### src/rtl/aes_block_loader.sv
// aes_block_loader: assembles a 128-bit key and plaintext from a 32-bit valid/ready
// word stream, launches them to the cipher core and holds them for LATENCY cycles.
module aes_block_loader #(
    parameter int LATENCY   = 11,
    parameter bit KEY_REUSE = 1'b1
) (
    input  logic         CLK,
    input  logic         RESET_N,
    input  logic         IN_VALID,
    output logic         IN_READY,
    input  logic         IN_SEL,
    input  logic [31:0]  IN_DATA,
    output logic [127:0] PLAIN_TXT,
    output logic [127:0] AESKEY,
    output logic         BLK_VALID,
    output logic         BUSY,
    output logic         KEY_LOADED
);
    localparam int HW = (LATENCY > 1) ? $clog2(LATENCY) : 1;

    typedef enum logic [1:0] {COLLECT, LAUNCH, HOLD} state_t;

    state_t         state_q, state_d;
    logic           ready_en_q;
    logic [1:0]     key_cnt_q, key_cnt_d;
    logic [1:0]     txt_cnt_q, txt_cnt_d;
    logic [HW-1:0]  hold_cnt_q, hold_cnt_d;
    logic [127:0]   key_stage_q, key_stage_d;
    logic [127:0]   txt_stage_q, txt_stage_d;
    logic [127:0]   plain_q, plain_d;
    logic [127:0]   aeskey_q, aeskey_d;
    logic           blk_valid_q, blk_valid_d;
    logic           key_loaded_q, key_loaded_d;
    logic           txt_full_q, txt_full_d;
    logic           accept;

    // A text word arriving while a full plaintext waits for its key is stalled.
    assign IN_READY   = ready_en_q & (state_q == COLLECT) & ~(~IN_SEL & txt_full_q);
    assign accept     = IN_VALID & IN_READY;
    assign PLAIN_TXT  = plain_q;
    assign AESKEY     = aeskey_q;
    assign BLK_VALID  = blk_valid_q;
    assign BUSY       = (state_q != COLLECT);
    assign KEY_LOADED = key_loaded_q;

    always_comb begin
        state_d      = state_q;
        key_cnt_d    = key_cnt_q;
        txt_cnt_d    = txt_cnt_q;
        hold_cnt_d   = hold_cnt_q;
        key_stage_d  = key_stage_q;
        txt_stage_d  = txt_stage_q;
        plain_d      = plain_q;
        aeskey_d     = aeskey_q;
        blk_valid_d  = 1'b0;
        key_loaded_d = key_loaded_q;
        txt_full_d   = txt_full_q;

        if (accept && IN_SEL) begin
            for (int i = 0; i < 4; i++) begin
                if (key_cnt_q == 2'(i)) begin
                    key_stage_d[(3-i)*32 +: 32] = IN_DATA;
                end
            end
            key_cnt_d = key_cnt_q + 2'd1;
            if (key_cnt_q == 2'd0) key_loaded_d = 1'b0;
            if (key_cnt_q == 2'd3) key_loaded_d = 1'b1;
        end

        if (accept && !IN_SEL) begin
            for (int i = 0; i < 4; i++) begin
                if (txt_cnt_q == 2'(i)) begin
                    txt_stage_d[(3-i)*32 +: 32] = IN_DATA;
                end
            end
            txt_cnt_d = txt_cnt_q + 2'd1;
            if (txt_cnt_q == 2'd3) txt_full_d = 1'b1;
        end

        case (state_q)
            COLLECT: begin
                // Either the last key word or the last text word may complete the pair.
                if (txt_full_d && key_loaded_d) state_d = LAUNCH;
            end
            LAUNCH: begin
                plain_d     = txt_stage_q;
                aeskey_d    = key_stage_q;
                blk_valid_d = 1'b1;
                txt_full_d  = 1'b0;
                hold_cnt_d  = HW'(LATENCY - 1);
                if (!KEY_REUSE) begin
                    key_loaded_d = 1'b0;
                    key_cnt_d    = 2'd0;
                end
                state_d = HOLD;
            end
            HOLD: begin
                if (hold_cnt_q == '0) begin
                    state_d = COLLECT;
                end else begin
                    hold_cnt_d = hold_cnt_q - HW'(1);
                end
            end
            default: state_d = COLLECT;
        endcase
    end

    always_ff @(posedge CLK or negedge RESET_N) begin
        if (!RESET_N) begin
            state_q      <= COLLECT;
            ready_en_q   <= 1'b0;
            key_cnt_q    <= 2'd0;
            txt_cnt_q    <= 2'd0;
            hold_cnt_q   <= '0;
            key_stage_q  <= '0;
            txt_stage_q  <= '0;
            plain_q      <= '0;
            aeskey_q     <= '0;
            blk_valid_q  <= 1'b0;
            key_loaded_q <= 1'b0;
            txt_full_q   <= 1'b0;
        end else begin
            state_q      <= state_d;
            ready_en_q   <= 1'b1;
            key_cnt_q    <= key_cnt_d;
            txt_cnt_q    <= txt_cnt_d;
            hold_cnt_q   <= hold_cnt_d;
            key_stage_q  <= key_stage_d;
            txt_stage_q  <= txt_stage_d;
            plain_q      <= plain_d;
            aeskey_q     <= aeskey_d;
            blk_valid_q  <= blk_valid_d;
            key_loaded_q <= key_loaded_d;
            txt_full_q   <= txt_full_d;
        end
    end
endmodule

### config.mk
export PLATFORM = sky130hd
export DESIGN_NAME = aes_block_loader
export DESIGN_NICKNAME = d
export VERILOG_FILES = /design/src/rtl/aes_block_loader.sv
export SDC_FILE = /design/constraint.sdc
export NUM_CORES = 1
export LEC_CHECK = 0
export BUFFER_PORTS_ARGS = -buffer_cell sky130_fd_sc_hd__buf_2
export CAP_MARGIN = 20
export CORE_ASPECT_RATIO = 0.8
export CORE_MARGIN = 4
export CORE_UTILIZATION = 51
export DETAILED_ROUTE_END_ITERATION = 6
export GPL_ROUTABILITY_DRIVEN = 0
export HOLD_SLACK_MARGIN = 0.15
export PLACE_DENSITY = 0.75
export REMOVE_ABC_BUFFERS = 1
export SYNTH_ARGS = -nofsm -noshare
export SYNTH_HDL_FRONTEND = slang
export SYNTH_SLANG_ARGS = --single-unit
### constraint.sdc
create_clock -name CLK -period 1.5 [get_ports CLK]
set_input_delay 0.3 -clock CLK [delete_from_list [all_inputs] [get_ports CLK]]
set_output_delay 0.3 -clock CLK [all_outputs]
set_load 0.02 [all_outputs]
==> flow_summary.rst, run 1 <==
.. list-table::
   :header-rows: 1

   * - Metric
     - Value
   * - Cell taking the most area after synthesis
     - dfrtp_1
   * - Number of iterations in the first detailed-routing pass
     - 5
   * - First-pass GRT wire length
     - 81.5 mm
   * - Data required time at the worst endpoint
     - 1.20 ns
   * - Count of endpoints failing hold in the final timing report
     - 0
   * - Ratio of final minimum period to clock period
     - 1.26
   * - Critical path class
     - reg -> out
   * - Relative contribution of the clock network to total power
     - 0.226
   * - Combinational share of power
     - 0.346
   * - Mapped Area
     - 20,100 µm²
   * - Max-cap viol count
     - 0
   * - Inserted Diodes
     - 0
   * - Number of synthesized register bits
     - 526
   * - Largest net degree at the start of global routing
     - 61
   * - Synth unique cells
     - 35
   * - Number of enable flip-flop cells after synthesis
     - 0
   * - Share of synthesized registers carrying an async set or reset
     - 1.00
   * - DRC marker count from the first detailed-route iteration
     - 1,194
   * - Net load switching power
     - 19.9 mW
   * - Vias
     - 14,800
   * - Timing-limited maximum frequency
     - 0.527 GHz
   * - Clock buffer count from CTS
     - 49
   * - Crit path DAT
     - 1.60 ns
   * - Path category of the worst min-delay check
     - in -> reg
   * - Maximum VDD drop
     - 1.19 mV
   * - Horizontal die dimension
     - 230 µm
   * - CTS sink cnt
     - 526
   * - Warning count from the yosys run
     - 0
   * - Starting Density
     - 0.521
   * - Core Rows
     - 64
   * - Biggest area contributors in the synthesized netlist
     - dfrtp_1 65%, nand2_1 14%, mux2_2 12%, mux2_4 2.9%, buf_6 1.4%
   * - Die Area
     - 42,700 µm²
   * - Smallest setup slack after layout
     - -0.397 ns
   * - Post-synthesis instance total
     - 1,695
   * - Growth of design area from synthesis to finish
     - 37.7%
   * - Insertion delay of the later-clocked pin in the worst-skew pair
     - 0.56 ns
   * - CTS clk-pin slew, worst paths
     - 0.06 ns
   * - Average via count per standard cell
     - 5.44
   * - Worst-path maximum fanout
     - 3
   * - Clock tree from TritonCTS
     - built
   * - Setup repair after global routing missed its margin
     - true
   * - Cell at the root of the clock tree
     - clkbuf_16
   * - Total Neg Setup Slack
     - -84.24 ns
   * - I/O pin cnt
     - 296
   * - Overall Global Routing Usage
     - 0.241
   * - CORE AREA
     - 38,600 µm²
   * - Crit. End Element
     - output port
   * - Clock buffer depth
     - 3
   * - Per-instance average area after synthesis
     - 11.9 µm²
   * - Fraction of the core area covered by cells at the end of the flow
     - 0.718
   * - Int Power
     - 36.3 mW
   * - Number of design rule violations left after detail routing
     - 0
   * - Global route overflow
     - 0
   * - Share of the synthesized area in the top cell type
     - 0.654
   * - Y dimension of the die
     - 186 µm
   * - Run status
     - finished with violations
   * - Depth of the CTS H-tree
     - 2
   * - Total power per unit cell area
     - 2030 nW/µm²
   * - Initial antenna violation count
     - 2
   * - I/O Buffers
     - 295
   * - Flip-flop cell with the highest count after synthesis
     - dfrtp_1
   * - Violated checks
     - setup timing
   * - R2R depth
     - 7
   * - Clock Skew
     - 0.0164 ns
   * - Number of antenna-violating nets in the routed design
     - 0
   * - Cell depth of the worst min-delay path
     - 2
   * - Proportion of layout cells with a drive suffix above 1
     - 0.467
   * - Via count of the first global-routing pass
     - 14,300
   * - Net count, final
     - 2,197
   * - Share of power burned in registers
     - 0.429
   * - Final number of setup-violating endpoints
     - 499
   * - Commonest cells in the netlist
     - 771 x nand2_1, 526 x dfrtp_1, 218 x mux2_2
   * - Most repeated cell in the gate-level netlist after synthesis
     - nand2_1
   * - Startpoint Class
     - register
   * - HPWL Detailed
     - 32.3 mm
   * - P_leak
     - 14.8 nW
   * - Final count of pins violating max slew
     - 0
   * - Routed wire length per instance
     - 22.6 µm
   * - Seq/Total Area, Yosys
     - 0.654
   * - Switching power as a share of total power
     - 0.354
   * - Time the worst path needs with I/O delays and setup
     - 1.90 ns
   * - Final Routed Wirelength
     - 61.3 mm
power by group through the flow:
stage | clock [mW] | combinational (mW) | sequential (mW)
final | 12.7 | 19.4 | 24.1
after global routing | 13.4 | 20.8 | 24.6
after CTS | 12.8 | 15.9 | 23.3
after detailed placement | 0 | 15.2 | 23.4
after global placement | 0 | 14.7 | 23.2
after floorplan | 0 | 6.54 | 25.8
cell usage in the layout, fill, tap and decap left out, types with 24 or more instances in the layout:
cell / Yosys / layout
buf_2: 11 / 292
clkbuf_16: 0 / 85
nand2_4: 0 / 79
buf_6: 25 / 24
dlygate4sd3_1: 0 / 32
dfrtp_1: 526 / 526
mux2_4: 39 / 75
buf_12: 0 / 43
nand2_1: 771 / 563
nand2_2: 0 / 129
mux2_2: 218 / 183
buf_4: 0 / 32
critical path, stage by stage (launching register included):
cell and delay (ns):
dfrtp_1 0.40, buf_6 0.13, or2_4 0.28, nor2_4 0.11, buf_6 0.13
routing by layer:
| layer | global-route usage | part of all wire | vias up |
|---|---|---|---|
| li1 | - | - | 6362 |
| met1 | 0.351 | 0.42 | 7692 |
| met2 | 0.389 | 0.49 | 608 |
| met3 | 0.0436 | 0.074 | 106 |
| met4 | 0.0472 | 0.021 | 4 |
| met5 | 0 | 0.00042 | - |
state kept, by name (all words and copies together) (netlist names):
signal,cells
key_stage_q,128
txt_full_q,1
ready_en_q,1
txt_stage_q,128
BLK_VALID,1
PLAIN_TXT,128
key_cnt_q,2
KEY_LOADED,1
state_q,2
txt_cnt_q,2
AESKEY,128
hold_cnt_q,4
path summary, 6_finish.rpt:
check,to,startpoint,slack (ns)
setup / recovery,IN_READY,state_q[0]$_DFFE_PN0P_,-0.40
hold / removal,txt_stage_q[115]$_DFFE_PN0P_,IN_DATA[19],0.20
setup reg to reg,txt_stage_q[45]$_DFFE_PN0P_,state_q[0]$_DFFE_PN0P_,-0.39
hold reg to reg,AESKEY[72]$_DFFE_PN0P_,key_stage_q[72]$_DFFE_PN0P_,0.46
max in group asynchronous,txt_stage_q[40]$_DFFE_PN0P_,RESET_N,0.52
min in group asynchronous,AESKEY[19]$_DFFE_PN0P_,RESET_N,0.24
cell families after synthesis:
family                     count (synthesis)  share of synthesized area
and+or+nand+nor                          796                      0.156
DFF                                      526                      0.654
muxes                                    259                      0.152
buffers and inverters                     93                     0.0274
adders and majority gates                 10                    0.00622
AOI/OAI and AO/OA                          8                    0.00286
xor gates and xnor gates                   2                   0.000871
other                                      1                   0.000186
per-stage QoR:
step	cells	hold slack, ns	setup WS [ns]	instance area (µm²)	total power [mW]
after floorplan	1611	0.00441	-8.37	19600	32.3
after CTS	2660	0.171	-0.348	25400	52.0
after global placement	2506	0.232	-0.191	22800	37.8
after global routing	2716	0.203	-0.418	27700	58.8
final	2716	0.196	-0.397	27700	56.2
after detailed placement	2506	0.227	-0.239	22800	38.6
timing repair:
action,in CTS,in global routing
hold buffers,32,0
hold endpoints to repair,773,0
resized for setup,54,374
cloned,11,49
endpoints found under the setup margin,261,502
buffers inserted,24,17
pin swaps,6,207
layout make-up:
cell class / instances / area [µm²]
clock buffer: 72 / 1440
clock inverter: 16 / 183
fill: 2462 / 10900
inverter: 9 / 60.1
multi-input combinational: 1076 / 7510
sequential: 526 / 13200
tap: 528 / 661
timing repair buffer: 485 / 4630
timing repair inverter: 4 / 50.0
(Power assumes the default switching activity.)
==> run 2, diff against run 1 <==
Clock period 1.5 ns to 1.64 ns, I/O delays scaled along.
==> run 2 against run 1 <==
The flow still finishes with violations (setup timing); clock skew increased by 0.0048 ns; sequential power decreased by 12%; hold slack got worse by 0.020 ns; critical path depth unchanged; worst setup slack improved by 0.14 ns; non-clock buffer count decreased by 84; design area decreased by 10%; count of clock-buffer cells in the layout unchanged; critical endpoint unchanged.
==> flow_summary.rst, run 2 (synthesis results as in run 1) <==
.. list-table::
   :header-rows: 1

   * - Metric
     - Value
   * - First-pass GRT wire length
     - 78.8 mm (-3.3%)
   * - Final instance area
     - 24,800 µm² (-10%)
   * - Routed wire length per instance
     - 18.9 µm (-16%)
   * - Average via count per standard cell
     - 5.18 (-4.8%)
   * - Top library cells by usage in the layout, fill and taps aside
     - 771 x nand2_1, 526 x dfrtp_1, 292 x buf_2, 218 x mux2_2, 53 x clkbuf_16
   * - Setup repair after global routing missed its margin
     - true
   * - Max-cap viol count
     - 0 (unchanged)
   * - Worst slack on hold paths
     - 0.176 ns (-0.0195 ns)
   * - Run status
     - finished with violations
   * - Maximum VDD drop
     - 1.10 mV (-7.6%)
   * - Largest net degree at the start of global routing
     - 69 (+13%)
   * - Total power per unit cell area
     - 1890 nW/µm² (-7.0%)
   * - Depth of the CTS H-tree
     - 2 (unchanged)
   * - Y dimension of the die
     - 186 µm (unchanged)
   * - Cell depth of the worst min-delay path
     - 2 (unchanged)
   * - I/O Buffers
     - 295 (unchanged)
   * - R2R depth
     - 4 (-3)
   * - # placed instances
     - 2,505 (-0.040%)
   * - Die Area
     - 42,700 µm² (unchanged)
   * - Via count of the first global-routing pass
     - 14,100 (-1.4%)
   * - Number of iterations in the first detailed-routing pass
     - 5 (unchanged)
   * - Horizontal die dimension
     - 230 µm (unchanged)
   * - Growth of design area from synthesis to finish
     - 23.4%
   * - Initial antenna violation count
     - 1 (-1)
   * - P_leak
     - 13.6 nW (-7.9%)
   * - Count of endpoints failing hold in the final timing report
     - 0 (unchanged)
   * - Count of filler cells inserted in the layout
     - 2,914 (+18%)
   * - I/O pin cnt
     - 296 (unchanged)
   * - DRC marker count from the first detailed-route iteration
     - 940 (-21%)
   * - Final number of setup-violating endpoints
     - 241 (-52%)
   * - Clock buffer depth
     - 3 (unchanged)
   * - CTS clk-pin slew, worst paths
     - 0.06 ns (about the same)
   * - Global route overflow
     - 0 (unchanged)
   * - Time the worst path needs with I/O delays and setup
     - 1.90 ns
   * - Startpoint Class
     - register
   * - Core Rows
     - 64 (unchanged)
   * - Cell at the root of the clock tree
     - clkbuf_16
   * - Number of standard cells in the layout, taps in and fillers out
     - 2,626 (-3.3%)
   * - Path category of the worst min-delay check
     - in -> reg
   * - Smallest setup slack after layout
     - -0.262 ns (+0.135 ns)
   * - Most common library cell in the layout ignoring fill and taps
     - nand2_1
   * - Crit path DAT
     - 1.57 ns (-0.03 ns)
   * - Data required time at the worst endpoint
     - 1.31 ns (+0.11 ns)
   * - Net count, final
     - 2,110 (-4.0%)
   * - Number of design rule violations left after detail routing
     - 0 (unchanged)
   * - Final Routed Wirelength
     - 49.7 mm (-19%)
   * - Final count of pins violating max slew
     - 0 (unchanged)
   * - Proportion of layout cells with a drive suffix above 1
     - 0.345 (-0.122)
   * - Multi-input combinational cell area
     - 6430 µm² (-14%)
   * - CORE AREA
     - 38,600 µm² (unchanged)
   * - Number of antenna-violating nets in the routed design
     - 0 (unchanged)
   * - Worst-path maximum fanout
     - 3 (unchanged)
   * - Clock tree from TritonCTS
     - built
   * - CTS sink cnt
     - 526 (unchanged)
   * - Reg area
     - 13,200 µm² (unchanged)
   * - Violated checks
     - setup timing
   * - Insertion delay of the later-clocked pin in the worst-skew pair
     - 0.57 ns (about the same)
   * - Clock Skew
     - 0.0212 ns (+0.00477 ns)
   * - Clock buffer count from CTS
     - 50 (+2.0%)
   * - Instance area after placement
     - 22,800 µm² (about the same)
   * - Critical path class
     - reg -> out
   * - Timing-limited maximum frequency
     - 0.526 GHz
   * - Inserted Diodes
     - 0 (unchanged)
   * - Starting Density
     - 0.521 (unchanged)
   * - Post-layout power
     - 46.9 mW (-17%)
   * - Vias
     - 13,600 (-7.9%)
   * - Ratio of final minimum period to clock period
     - 1.16
   * - Crit. End Element
     - output port
   * - HPWL Detailed
     - 32.5 mm (+0.38%)
   * - Overall Global Routing Usage
     - 0.232 (-0.00867)
-- run 2: cell count changes in the layout (fill, tap and decap cells not counted), sizes merged --
cell and delta:
buf -48, clkbuf -36, clkinv -4, bufinv -1, inv -1
-- run 2: final timing paths --
check                                             startpoint                           end  slack [ns]
worst max-delay path                  state_q[0]$_DFFE_PN0P_                      IN_READY       -0.26
worst min-delay path                              IN_DATA[2]   txt_stage_q[98]$_DFFE_PN0P_        0.18
worst max register to register        state_q[0]$_DFFE_PN0P_  key_stage_q[123]$_DFFE_PN0P_       -0.10
worst min register to register  txt_stage_q[122]$_DFFE_PN0P_    PLAIN_TXT[122]$_DFFE_PN0P_        0.45
max in group asynchronous                            RESET_N        AESKEY[41]$_DFFE_PN0P_        0.65
min in group asynchronous                            RESET_N   key_stage_q[81]$_DFFE_PN0P_        0.25
-- run 2: worst max-delay path, cell delays in order, from the launching register on --
cell and delay (ns):
dfrtp_1 0.39, buf_6 0.12, or2_4 0.27, nor2_4 0.10, buf_6 0.12
-- run 2: final cells by class --
cell class,instances,share of cell area
flip-flops and latches,526,0.530
clock inverters,14,0.00610
multi-input cells,1076,0.259
well taps,528,0.0266
inverters,9,0.00166
repair buffers,401,0.116
clock buffers,72,0.0607
-- run 2: metal layers --
metal / wire [µm] / global-route usage / vias to the layer above
li1: - / - / 6149
met5: 12 / 0 / -
met3: 3150 / 0.0439 / 71
met1: 21800 / 0.330 / 6938
met2: 23900 / 0.379 / 443
met4: 841 / 0.0549 / 2
-- run 2: report_power, final --
part	internal [mW]	switching (mW)	leakage (nW)
clock network	6.83	4.78	0.824
logic	5.91	8.01	5.95
registers	18.2	3.16	6.83
total	30.9	15.9	13.6
-- run 2: timing repair --
item	in CTS	in global routing
resized for setup	8	7
hold buffers	32	0
setup endpoints to repair	241	261
endpoints found under the hold margin	622	0
setup buffers	2	1
pin swaps	2	1
-- run 2: through the flow --
| step | setup slack (ns) | setup TNS (ns) | util |
|---|---|---|---|
| final | -0.262 | -10.09 | 0.643 |
| after global placement | -0.0602 | -4.33 | 0.590 |
| after CTS | -0.262 | -15.75 | 0.643 |
| after global routing | -0.307 | -22.27 | 0.643 |
| after detailed placement | -0.116 | -13.43 | 0.590 |
| after floorplan | -8.23 | -2245.20 | - |
==> run 3, diff against run 2 <==
--- a/constraint.sdc
+++ b/constraint.sdc
@@ -3,2 +3,2 @@
 set_output_delay 0.328 -clock CLK [all_outputs]
-set_load 0.02 [all_outputs]
+set_load 0.01 [all_outputs]
==> run 3 against run 2 <==
The flow still finishes with violations (setup timing); via count is 0.21% higher; cell count up 0.19%; core utilization up 0.65 points; sequential power about the same; routed wire length up 2.1%; hold slack lost 0.0050 ns; count of clock-buffer cells in the layout stayed put; combinational power fell by 10%; maximum frequency increased by 0.97%; critical endpoint unchanged; highest routed layer unchanged.
==> flow_summary.rst, run 3 (synthesis results as in run 1) <==
.. list-table::
   :header-rows: 1

   * - Metric
     - Value
   * - DP Worst Slack
     - -0.116 ns (unchanged)
   * - Final count of pins violating max slew
     - 0 (unchanged)
   * - Final Routed Wirelength
     - 50.7 mm (+2.1%)
   * - P_leak
     - 13.8 nW (+1.1%)
   * - Startpoint Class
     - register
   * - CORE AREA
     - 38,600 µm² (unchanged)
   * - Ratio of final minimum period to clock period
     - 1.15 (-0.0111)
   * - Maximum VDD drop
     - 1.00 mV (-9.3%)
   * - CP peak stage delay
     - 0.38 ns (about the same)
   * - Total power per unit cell area
     - 1820 nW/µm² (-3.8%)
   * - Final number of setup-violating endpoints
     - 208 (-14%)
   * - Overall Global Routing Usage
     - 0.232 (-0.000439)
   * - Clock Skew
     - 0.0193 ns (-0.00190 ns)
   * - Number of antenna-violating nets in the routed design
     - 0 (unchanged)
   * - Number of iterations in the first detailed-routing pass
     - 5 (unchanged)
   * - I/O pin cnt
     - 296 (unchanged)
   * - Time the worst path needs with I/O delays and setup
     - 1.88 ns (-0.0182 ns)
   * - Path category of the worst min-delay check
     - in -> reg
   * - Vias
     - 13,600 (+0.21%)
   * - Worst-path maximum fanout
     - 4 (+1)
   * - Worst path cell trace
     - buf_4 -> or2_4 -> nor2_4 -> buf_6
   * - Instance area after placement
     - 22,800 µm² (unchanged)
   * - Clock buffer depth
     - 3 (unchanged)
   * - Top library cells by usage in the layout, fill and taps aside
     - 771 x nand2_1, 526 x dfrtp_1, 292 x buf_2, 186 x mux2_2, 72 x mux2_4
   * - Number of design rule violations left after detail routing
     - 0 (unchanged)
   * - HPWL Detailed
     - 32.5 mm (unchanged)
   * - Clock buffer count from CTS
     - 50 (unchanged)
   * - Routed wire length per instance
     - 19.3 µm (+1.9%)
   * - Data required time at the worst endpoint
     - 1.31 ns (about the same)
   * - CTS clk-pin slew, worst paths
     - 0.06 ns (about the same)
   * - Global route overflow
     - 0 (unchanged)
   * - Crit path DAT
     - 1.56 ns (about the same)
   * - I/O Buffers
     - 295 (unchanged)
   * - Insertion delay of the later-clocked pin in the worst-skew pair
     - 0.57 ns (about the same)
   * - Max-cap viol count
     - 0 (unchanged)
   * - Via count of the first global-routing pass
     - 14,100 (-0.035%)
   * - Final instance area
     - 25,100 µm² (+1.0%)
   * - Timing-limited maximum frequency
     - 0.531 GHz (+0.97%)
   * - CTS sink cnt
     - 526 (unchanged)
   * - Run status
     - finished with violations
   * - Number of buffers and inverters on the critical path
     - 2 (unchanged)
   * - Y dimension of the die
     - 186 µm (unchanged)
   * - Initial antenna violation count
     - 1 (unchanged)
   * - Standard cell with the maximum stage delay on the critical path
     - dfrtp_1
   * - Inserted Diodes
     - 0 (unchanged)
   * - Proportion of layout cells with a drive suffix above 1
     - 0.347 (+0.00203)
   * - Most common library cell in the layout ignoring fill and taps
     - nand2_1
   * - Clock tree from TritonCTS
     - built
   * - Setup repair after global routing missed its margin
     - true
   * - Critical path class
     - reg -> out
   * - First-pass GRT wire length
     - 78.7 mm (-0.14%)
   * - Depth of the CTS H-tree
     - 2 (unchanged)
   * - Largest net degree at the start of global routing
     - 69 (unchanged)
   * - Smallest setup slack after layout
     - -0.243 ns (+0.0182 ns)
   * - Cell at the root of the clock tree
     - clkbuf_16
   * - Core Rows
     - 64 (unchanged)
   * - Die Area
     - 42,700 µm² (unchanged)
   * - Horizontal die dimension
     - 230 µm (unchanged)
   * - Crit. End Element
     - output port
   * - CP top delay family
     - flip-flops
   * - DRC marker count from the first detailed-route iteration
     - 994 (+5.7%)
   * - Net count, final
     - 2,115 (+0.24%)
   * - Count of endpoints failing hold in the final timing report
     - 0 (unchanged)
   * - Growth of design area from synthesis to finish
     - 24.6%
   * - Violated checks
     - setup timing
   * - Starting Density
     - 0.521 (unchanged)
   * - Average via count per standard cell
     - 5.18 (about the same)
run 3: cell count changes in the layout (fill, tap and decap cells not counted), moves of 2 or more:
| cell | delta |
|---|---|
| mux2_4 | +33 |
| buf_4 | -2 |
| buf_6 | +2 |
| clkbuf_16 | +3 |
| mux2_2 | -32 |
run 3: layout make-up:
type | count | area, µm²
tap | 528 | 661
clock inverter | 14 | 151
sequential | 526 | 13200
inverter | 9 | 41.3
fill | 2879 | 13500
timing repair buffer | 406 | 2990
multi-input combinational | 1076 | 6560
clock buffer | 72 | 1510
run 3: stage by stage:
step           hold slack (ns)  utilization  power (mW)  std cells  setup TNS [ns]
2_1_floorplan           0.0324            -        29.2       1611        -2245.20
3_3_place_gp             0.241        0.590        32.7       2505           -4.33
3_5_place_dp             0.243        0.590        33.4       2505          -13.43
4_1_cts                  0.157        0.642        45.3       2625          -15.73
5_1_grt                  0.162        0.650        48.0       2631          -23.87
6_report                 0.171        0.650        45.5       2631          -12.54
run 3: power by group:
part | switching (mW) | internal [mW]
Sequential | 3.20 | 18.2
Clock | 4.80 | 6.83
Combinational | 6.35 | 6.17
run 3: timing repair:
action | in CTS | in global routing
cloned | 0 | 4
endpoints found under the setup margin | 241 | 261
hold endpoints to repair | 622 | 0
setup buffers | 2 | 2
resized for setup | 4 | 50
pin swaps | 2 | 2
hold buffers | 32 | 0
run 3: final timing paths:
check / start / to / slack [ns] / cells after the start
setup / recovery: state_q[1]$_DFFE_PN0P_ / IN_READY / -0.24 / 4
hold / removal: IN_DATA[2] / key_stage_q[66]$_DFFE_PN0P_ / 0.17 / 2
setup reg to reg: state_q[0]$_DFFE_PN0P_ / key_stage_q[117]$_DFFE_PN0P_ / -0.13 / 4
hold reg to reg: txt_stage_q[122]$_DFFE_PN0P_ / PLAIN_TXT[122]$_DFFE_PN0P_ / 0.45 / 2
max in group asynchronous: RESET_N / key_stage_q[69]$_DFFE_PN0P_ / 0.65 / 4
min in group asynchronous: RESET_N / key_stage_q[81]$_DFFE_PN0P_ / 0.26 / 2
run 3: worst reg2reg max path: stages, from the launching register on:
cell and delay, ns:
dfrtp_1 0.39, and4bb_4 0.39, and3_4 0.34, clkbuf_16 0.22
mux2_4 0.30
run 3: per-layer routing:
metal / part of all wire / wire (µm) / up-vias / global-route usage
met5: 0.00024 / 12 / - / 0
met4: 0.015 / 769 / 2 / 0.0549
met3: 0.058 / 2930 / 65 / 0.0438
met2: 0.48 / 24500 / 403 / 0.378
met1: 0.44 / 22500 / 7002 / 0.330
li1: - / - / 6159 / -
